### src/rtl/costas_pkg.sv
// costas_pkg: shared types and widths for the Costas loop and its acquisition sequencer.
package costas_pkg;

    typedef enum logic [2:0] {
        ST_IDLE,
        ST_SETTLE,
        ST_MEASURE,
        ST_PULLIN,
        ST_TRACK,
        ST_FAIL
    } state_e;

    localparam int MET_W    = 17;
    localparam int METRIC_W = 32;

    localparam logic [3:0] GAIN_ACQ_DEF = 4'd4;
    localparam logic [3:0] GAIN_TRK_DEF = 4'd8;

    function automatic int acc_w(input int win_log2);
        return MET_W + win_log2;
    endfunction

endpackage

### src/rtl/costas_acq_ctrl_if.sv
// costas_acq_ctrl_if: control, filtered I/Q input and loop-control output bundle of the sequencer.
interface costas_acq_ctrl_if;
    import costas_pkg::*;

    logic               start;
    logic               abort;
    logic signed [15:0] i_filt;
    logic signed [15:0] q_filt;
    logic               filt_valid;
    logic [31:0]        phase_inc;
    logic [3:0]         loop_shift;
    logic               loop_en;
    logic               loop_clr;
    logic               locked;
    logic               fail;
    state_e             state;

    modport slave (
        input  start, abort, i_filt, q_filt, filt_valid,
        output phase_inc, loop_shift, loop_en, loop_clr, locked, fail, state
    );

    modport master (
        output start, abort, i_filt, q_filt, filt_valid,
        input  phase_inc, loop_shift, loop_en, loop_clr, locked, fail, state
    );

endinterface

### src/rtl/costas_lock_metric.sv
// costas_lock_metric: windowed sum of |i|-|q| over 2^WIN_LOG2 valid samples.
// win_done_o and metric_o include the sample of the current cycle so the FSM decides on that edge.
module costas_lock_metric import costas_pkg::*; #(
    parameter int WIN_LOG2 = 8
) (
    input  logic                       clk,
    input  logic                       rst_n,
    input  logic                       en_i,
    input  logic                       valid_i,
    input  logic signed [15:0]         i_i,
    input  logic signed [15:0]         q_i,
    output logic                       win_done_o,
    output logic signed [METRIC_W-1:0] metric_o
);
    localparam int AW = acc_w(WIN_LOG2);

    logic [WIN_LOG2-1:0] cnt_q;
    logic signed [AW-1:0] acc_q, acc_d;
    logic signed [MET_W-1:0] m;

    function automatic logic signed [MET_W-1:0] abs_sat(input logic signed [15:0] x);
        return (x == 16'sh8000) ? 17'sd32767 : (x[15] ? -MET_W'(x) : MET_W'(x));
    endfunction

    assign m          = abs_sat(i_i) - abs_sat(q_i);
    assign acc_d      = acc_q + AW'(m);
    assign win_done_o = en_i && valid_i && (&cnt_q);
    assign metric_o   = METRIC_W'(acc_d);

    // Leaving the measuring states or closing a window restarts the next window from zero.
    always_ff @(posedge clk or negedge rst_n) begin
        if (!rst_n) begin
            cnt_q <= '0;
            acc_q <= '0;
        end else if (!en_i || win_done_o) begin
            cnt_q <= '0;
            acc_q <= '0;
        end else if (valid_i) begin
            cnt_q <= cnt_q + 1'b1;
            acc_q <= acc_d;
        end
    end

endmodule

### src/rtl/costas_acq_ctrl.sv
// costas_acq_ctrl: frequency-sweep acquisition and lock sequencer for the 2PSK Costas loop.
// Sweeps phase_inc, settles, scores lock windows, and switches acquisition/tracking gain.
module costas_acq_ctrl import costas_pkg::*; #(
    parameter logic [31:0]        F_CENTER   = 32'd171_798_692,
    parameter logic [31:0]        F_STEP     = 32'd429_497,
    parameter int                 SPAN       = 16,
    parameter int                 SETTLE_CYC = 4096,
    parameter int                 WIN_LOG2   = 8,
    parameter logic signed [31:0] LOCK_THR   = 32'sd200_000,
    parameter logic signed [31:0] UNLOCK_THR = 32'sd80_000,
    parameter int                 CONFIRM    = 3,
    parameter int                 LOSS_CNT   = 4,
    parameter int                 MAX_SWEEPS = 3,
    parameter logic [3:0]         GAIN_ACQ   = GAIN_ACQ_DEF,
    parameter logic [3:0]         GAIN_TRK   = GAIN_TRK_DEF
) (
    input logic               clk,
    input logic               rst_n,
    costas_acq_ctrl_if.slave  bus
);
    localparam logic [31:0] F_START = F_CENTER - 32'(SPAN) * F_STEP;
    localparam int IW = $clog2(2 * SPAN + 1);
    localparam int SW = $clog2(SETTLE_CYC + 1);
    localparam int KW = $clog2(MAX_SWEEPS + 1);
    localparam int CW = $clog2(CONFIRM + 1);
    localparam int LW = $clog2(LOSS_CNT + 1);
    localparam logic [IW-1:0] IDX_LAST    = IW'(2 * SPAN);
    localparam logic [SW-1:0] SETTLE_LAST = SW'(SETTLE_CYC - 1);
    localparam logic [KW-1:0] SWEEP_LAST  = KW'(MAX_SWEEPS - 1);
    localparam logic [CW-1:0] CONF_LAST   = CW'(CONFIRM - 1);
    localparam logic [LW-1:0] LOSS_LAST   = LW'(LOSS_CNT - 1);

    state_e        state_q;
    logic [31:0]   phase_q, phase_d;
    logic [3:0]    shift_q;
    logic          en_q, clr_q, locked_q, fail_q;
    logic [IW-1:0] idx_q, idx_d;
    logic [KW-1:0] sweeps_q, sweeps_d;
    logic [SW-1:0] settle_q;
    logic [CW-1:0] confirm_q;
    logic [LW-1:0] loss_q;
    logic          measuring, win_done, pass, hold, last_pt, exhausted;
    logic signed [METRIC_W-1:0] metric;

    assign measuring = state_q == ST_MEASURE || state_q == ST_PULLIN || state_q == ST_TRACK;

    costas_lock_metric #(.WIN_LOG2(WIN_LOG2)) u_metric (
        .clk        (clk),
        .rst_n      (rst_n),
        .en_i       (measuring),
        .valid_i    (bus.filt_valid),
        .i_i        (bus.i_filt),
        .q_i        (bus.q_filt),
        .win_done_o (win_done),
        .metric_o   (metric)
    );

    assign pass      = metric >= LOCK_THR;
    assign hold      = metric >= UNLOCK_THR;
    assign last_pt   = idx_q == IDX_LAST;
    assign exhausted = last_pt && sweeps_q == SWEEP_LAST;
    assign idx_d     = last_pt ? '0 : idx_q + 1'b1;
    assign sweeps_d  = last_pt ? sweeps_q + 1'b1 : sweeps_q;
    assign phase_d   = last_pt ? F_START : phase_q + F_STEP;

    always_ff @(posedge clk or negedge rst_n) begin
        if (!rst_n) begin
            state_q   <= ST_IDLE;
            phase_q   <= F_CENTER;
            shift_q   <= GAIN_ACQ;
            en_q      <= 1'b0;
            clr_q     <= 1'b0;
            locked_q  <= 1'b0;
            fail_q    <= 1'b0;
            idx_q     <= '0;
            sweeps_q  <= '0;
            settle_q  <= '0;
            confirm_q <= '0;
            loss_q    <= '0;
        end else begin
            clr_q <= 1'b0;
            if (bus.abort) begin
                state_q   <= ST_IDLE;
                shift_q   <= GAIN_ACQ;
                en_q      <= 1'b0;
                locked_q  <= 1'b0;
                fail_q    <= 1'b0;
                idx_q     <= '0;
                sweeps_q  <= '0;
                settle_q  <= '0;
                confirm_q <= '0;
                loss_q    <= '0;
            end else begin
                case (state_q)
                    ST_IDLE, ST_FAIL: if (bus.start) begin
                        state_q  <= ST_SETTLE;
                        clr_q    <= 1'b1;
                        en_q     <= 1'b1;
                        fail_q   <= 1'b0;
                        phase_q  <= F_START;
                        idx_q    <= '0;
                        sweeps_q <= '0;
                        settle_q <= '0;
                    end
                    ST_SETTLE: begin
                        settle_q <= settle_q + 1'b1;
                        if (settle_q == SETTLE_LAST) state_q <= ST_MEASURE;
                    end
                    // A failing window in MEASURE or PULLIN moves to the next sweep point.
                    ST_MEASURE, ST_PULLIN: if (win_done) begin
                        if (pass) begin
                            confirm_q <= state_q == ST_MEASURE ? CW'(1) : confirm_q + 1'b1;
                            if (state_q == ST_PULLIN && confirm_q == CONF_LAST) begin
                                state_q  <= ST_TRACK;
                                locked_q <= 1'b1;
                                shift_q  <= GAIN_TRK;
                                loss_q   <= '0;
                            end else begin
                                state_q <= ST_PULLIN;
                            end
                        end else begin
                            idx_q    <= idx_d;
                            sweeps_q <= sweeps_d;
                            settle_q <= '0;
                            if (exhausted) begin
                                state_q <= ST_FAIL;
                                fail_q  <= 1'b1;
                                en_q    <= 1'b0;
                            end else begin
                                state_q <= ST_SETTLE;
                                phase_q <= phase_d;
                                clr_q   <= 1'b1;
                            end
                        end
                    end
                    ST_TRACK: if (win_done) begin
                        if (hold) begin
                            loss_q <= '0;
                        end else if (loss_q == LOSS_LAST) begin
                            state_q  <= ST_SETTLE;
                            locked_q <= 1'b0;
                            shift_q  <= GAIN_ACQ;
                            clr_q    <= 1'b1;
                            sweeps_q <= '0;
                            settle_q <= '0;
                            loss_q   <= '0;
                        end else begin
                            loss_q <= loss_q + 1'b1;
                        end
                    end
                    default: state_q <= ST_IDLE;
                endcase
            end
        end
    end

    assign bus.phase_inc  = phase_q;
    assign bus.loop_shift = shift_q;
    assign bus.loop_en    = en_q;
    assign bus.loop_clr   = clr_q;
    assign bus.locked     = locked_q;
    assign bus.fail       = fail_q;
    assign bus.state      = state_q;

endmodule

### src/flat_wrapper.sv
// flat-port wrapper written by rule: the top's interface ports become plain ports
module costas_acq_ctrl_flat import costas_pkg::*;
#(
    parameter logic [31:0]        F_CENTER   = 32'd171_798_692,
    parameter logic [31:0]        F_STEP     = 32'd429_497,
    parameter int                 SPAN       = 16,
    parameter int                 SETTLE_CYC = 4096,
    parameter int                 WIN_LOG2   = 8,
    parameter logic signed [31:0] LOCK_THR   = 32'sd200_000,
    parameter logic signed [31:0] UNLOCK_THR = 32'sd80_000,
    parameter int                 CONFIRM    = 3,
    parameter int                 LOSS_CNT   = 4,
    parameter int                 MAX_SWEEPS = 3,
    parameter logic [3:0]         GAIN_ACQ   = GAIN_ACQ_DEF,
    parameter logic [3:0]         GAIN_TRK   = GAIN_TRK_DEF
)
  (clk, rst_n, bus_start, bus_abort, bus_i_filt, bus_q_filt, bus_filt_valid, bus_phase_inc, bus_loop_shift, bus_loop_en, bus_loop_clr, bus_locked, bus_fail, bus_state);
  costas_acq_ctrl_if bus_i ();
  input logic clk;
  input logic rst_n;
  input wire logic [$bits(bus_i.start)-1:0] bus_start;
  input wire logic [$bits(bus_i.abort)-1:0] bus_abort;
  input wire logic [$bits(bus_i.i_filt)-1:0] bus_i_filt;
  input wire logic [$bits(bus_i.q_filt)-1:0] bus_q_filt;
  input wire logic [$bits(bus_i.filt_valid)-1:0] bus_filt_valid;
  output wire logic [$bits(bus_i.phase_inc)-1:0] bus_phase_inc;
  output wire logic [$bits(bus_i.loop_shift)-1:0] bus_loop_shift;
  output wire logic [$bits(bus_i.loop_en)-1:0] bus_loop_en;
  output wire logic [$bits(bus_i.loop_clr)-1:0] bus_loop_clr;
  output wire logic [$bits(bus_i.locked)-1:0] bus_locked;
  output wire logic [$bits(bus_i.fail)-1:0] bus_fail;
  output wire logic [$bits(bus_i.state)-1:0] bus_state;
  assign bus_i.start = bus_start;
  assign bus_i.abort = bus_abort;
  assign bus_i.i_filt = bus_i_filt;
  assign bus_i.q_filt = bus_q_filt;
  assign bus_i.filt_valid = bus_filt_valid;
  assign bus_phase_inc = bus_i.phase_inc;
  assign bus_loop_shift = bus_i.loop_shift;
  assign bus_loop_en = bus_i.loop_en;
  assign bus_loop_clr = bus_i.loop_clr;
  assign bus_locked = bus_i.locked;
  assign bus_fail = bus_i.fail;
  assign bus_state = bus_i.state;
  costas_acq_ctrl #(.F_CENTER(F_CENTER), .F_STEP(F_STEP), .SPAN(SPAN), .SETTLE_CYC(SETTLE_CYC), .WIN_LOG2(WIN_LOG2), .LOCK_THR(LOCK_THR), .UNLOCK_THR(UNLOCK_THR), .CONFIRM(CONFIRM), .LOSS_CNT(LOSS_CNT), .MAX_SWEEPS(MAX_SWEEPS), .GAIN_ACQ(GAIN_ACQ), .GAIN_TRK(GAIN_TRK)) u_core (.clk(clk), .rst_n(rst_n), .bus(bus_i));
endmodule
### config.mk
export PLATFORM = sky130hd
export DESIGN_NAME = costas_acq_ctrl_flat
export DESIGN_NICKNAME = d
export VERILOG_FILES = /design/src/rtl/costas_pkg.sv /design/src/rtl/costas_acq_ctrl_if.sv /design/src/rtl/costas_lock_metric.sv /design/src/rtl/costas_acq_ctrl.sv /design/src/flat_wrapper.sv
export SDC_FILE = /design/constraint.sdc
export NUM_CORES = 1
export LEC_CHECK = 0
export ABC_AREA = 1
export CAP_MARGIN = 25
export CORE_ASPECT_RATIO = 0.75
export CORE_MARGIN = 5
export CORE_UTILIZATION = 65
export DETAILED_ROUTE_END_ITERATION = 10
export DONT_BUFFER_PORTS = 1
export GPL_TIMING_DRIVEN = 0
export PLACE_DENSITY = 0.82
export SLEW_MARGIN = 15
export SYNTH_ARGS = -nofsm -noshare
export SYNTH_HDL_FRONTEND = slang
export SYNTH_SLANG_ARGS = --single-unit
export TNS_END_PERCENT = 100
### constraint.sdc
create_clock -name clk -period 6.6 [get_ports clk]
set_clock_uncertainty 0.05 [all_clocks]
set_input_delay 0.99 -clock clk [delete_from_list [all_inputs] [get_ports clk]]
set_output_delay 0.99 -clock clk [all_outputs]
set_load 0.01 [all_outputs]
==> results.ini <==
[flow_run]
cap_violations = 0

[setup_path]
cp-end-kind = register
required_ns = 6.80
crit-reg2reg-launch = u_core.u_metric.acc_q[0]$_DFFE_PN0P_
cpMaxStageDelayCell = fa_2
critical-path-max-stage-delay_ns = 0.41
r2r-end = u_core.bus.phase_inc[30]$_DFFE_PN0P_
cp_max_fo = 8
crit_start = bus_i_filt[1]
critPathKind = input port to register
arrival_ns = 6.55
cp-start-kind = input port
cp_common_cell = inv_1
ff2ff_path_depth = 20
r2r_slack_ns = 3.42

[grt]
gr-total-overflow = 0
grt_max_degree = 100
grt_usage = 0.288
antenna_found_initial = 0
grt_pass1_vias = 8510
grt_first_pass_wirelength_mm = 40.2

[clock_network]
cts_tree = yes
clk_latency_ns = 0.36
cts_buffers = 9
cts.htree.levels = 3
cts_sinks = 99
cts_root_buffer = clkbuf_16
clk_pin_slew_ns = 0.07
clk_path_buf_depth = 2

[synthesis]
synth.distinct_cells = 53
synth-seq-cells = 99
muxShareOfSynthArea = 0
synth_top_family_by_area = simple AND/OR/NAND/NOR gates
synth-compound-area-share = 0.132
syn_area_um2 = 9350
yosysWarningCount = 0
async_flop_share = 1.00
syn_avg_cell_area_um2 = 6.52
synth_edf_count = 0
synth_cells = 1435
yosys.area_share.adder = 0.0739
synthXorXnorAreaFrac = 0.0375
synthFlopType = dfrtp_1
yosysSeqAreaShare = 0.267
synth-simple-area-share = 0.379

[placed_design]
place_inst = 1616
io_buffers = 0
place_hpwl_mm = 18.4
pre_cts_ws_ns = -0.884
place_congestion = 1.00

[pwr]
p_leak_nw = 5.21
power_w = 0.00390
powerDensity_nw_per_um2 = 378
ir_drop_mv = 0.196

[floorplan]
fp.coreArea_um2 = 14300
die_h_um = 114
pin_count = 80
num_rows = 38
die_area_um2 = 16900
die_w_um = 149
initial_core_util = 0.656

[sta]
fmax_mhz = 157
tightest_slew_ns = 0.704
holdWs_ns = 0.280
finalHoldViolCount = 0
tns_ns = 0
fin_crit_sh = 0.963
setup_ws_ns = 0.246
period_minus_slack_ns = 6.35
maxSlewViolCount = 0
setup_violations = 0
timing.slew.headroom = 0.529

[cells_and_area]
fin_cells = 1646
fillers = 1177
area.growth.synth_to_final_pct = 10.3
drive_gt1_frac = 0.152
final_net_count = 1552
antennaDiodeCount = 0

[routing]
via_count = 9339
wl_met3_mm = 2.54
dr_wl_met2_mm = 10.8
drt-initial-drc-count = 847
finalWirelength_mm = 25.0
highest_layer = met4
drc = 0
postRouteAntennaNets = 0
routedWlPerCell_um = 15.2
via_per_inst = 5.67
dr.pass1.iters = 6
met1_length_mm = 11.4

[status]
status = finished clean

[worst_hold_path]
hold_path_class = input port to asynchronous set/reset pin

## through the flow
stage | util | instance area (um^2)
after floorplan | - | 9360
after global placement | 0.672 | 9580
after detailed placement | 0.672 | 9580
after CTS | 0.700 | 9980
after global routing | 0.723 | 10300
final | 0.723 | 10300
## placed cells by master (no fill, tap or decap), types with 5 or more instances in the layout
cell and n:
nand2_1 373, inv_1 222, nor2_1 120, dfrtp_1 85
nand3_1 84, o21ai_0 57, nand2_2 56, a21oi_1 52
ha_1 46, nand4_1 38, o21ai_2 33, nor3_1 30
xor2_1 24, o21ai_1 17, nor4_1 16, xnor2_1 16
dfstp_2 14, or2_2 13, nor2_2 12, buf_4 12
clkbuf_16 12, a21oi_2 11, clkbuf_1 10, nor2_4 8
nand3b_1 7, nand3_2 7, inv_2 6, buf_12 6
ha_2 6, o21bai_1 5, buf_2 5
## how the worst max path moves through the flow
stage / end / slack (ns) / cells past startpoint
finish: u_core.bus.phase_inc[30]$_DFFE_PN0P_ / 0.25 / 39
global route: u_core.bus.phase_inc[3]$_DFFE_PN0P_ / -0.09 / 40
floorplan: u_core.bus.phase_inc[22]$_DFFE_PN0P_ / 0.51 / 43
global placement: u_core.bus.phase_inc[22]$_DFFE_PN0P_ / -0.71 / 41
CTS: u_core.settle_q[6]$_DFFE_PN0P_ / 0.04 / 43
detailed placement: u_core.settle_q[6]$_DFFE_PN0P_ / -0.88 / 43
## routing by layer
metal  vias up  global-route usage
li1       4678                   -
met1      4235               0.419
met2       399               0.437
met3        27              0.0751
met4         0              0.0578
met5         -                   0
## report_power, final
part / switching, W / leakage (nW) / internal (W) / total [W]
registers: 0.000227 / 1.30 / 0.000783 / 0.00101
logic: 0.00147 / 3.75 / 0.000806 / 0.00227
clock network: 0.000245 / 0.165 / 0.000370 / 0.000615
## cell usage after synthesis, drive strengths merged (3+ instances only)
cell type / count / area share
a21oi: 63 / 0.035
a22o: 3 / 0.0028
a31oi: 3 / 0.0020
and2: 3 / 0.0020
buf: 16 / 0.013
clkbuf: 10 / 0.0040
clkinv: 3 / 0.0012
dfrtp: 85 / 0.23
dfstp: 14 / 0.039
ha: 52 / 0.070
inv: 229 / 0.092
nand2: 433 / 0.19
nand3: 93 / 0.055
nand3b: 7 / 0.0056
nand4: 38 / 0.025
nor2: 139 / 0.061
nor3: 32 / 0.017
nor3b: 4 / 0.0032
nor4: 17 / 0.011
o211ai: 4 / 0.0032
o21ai: 108 / 0.071
o21bai: 5 / 0.0040
o31ai: 3 / 0.0024
or2: 14 / 0.0094
xnor2: 16 / 0.015
xor2: 24 / 0.022
## flip-flops by register name, summed over array words and instances (netlist names), 2 cells and up
signal / flops
u_core.settle_q: 13
u_core.confirm_q: 2
u_core.sweeps_q: 2
u_core.u_metric.acc_q: 25
u_core.bus.loop_shift: 2
u_core.u_metric.cnt_q: 8
u_core.idx_q: 6
u_core.bus.phase_inc: 32
u_core.bus.state: 3
u_core.loss_q: 3
## layout make-up
| class | count | area (um^2) | area share |
|---|---|---|---|
| flip-flops and latches | 99 | 2490 | 0.242 |
| plain buffers | 26 | 208 | 0.0201 |
| multi-input cells | 1081 | 6020 | 0.583 |
| repair buffers | 12 | 155 | 0.0150 |
| clock buffers | 9 | 225 | 0.0218 |
| inverters | 232 | 873 | 0.0846 |
| well taps | 180 | 225 | 0.0218 |
| clock inverters | 7 | 116 | 0.0113 |
## worst max-delay path: cells and delay by family
kind	cells	cell delay [ns]
fa+ha+maj	4	1.16
simple gates	17	1.96
compound gates	7	1.07
buf+inv	10	1.02
xor+xnor	1	0.32
## what timing repair did
action,in CTS,in global routing
pin swaps,4,16
setup buffers,3,6
gates resized for setup,9,58
setup endpoints to repair,66,66
hold buffers,0,0
cloned,1,4
## cells by family after synthesis
kind of cell,after synthesis
simple gates,781
buf+inv,258
compound gates,202
flops,99
fa+ha+maj,54
xor+xnor,40
other cells,1
(Power assumes the default switching activity.)
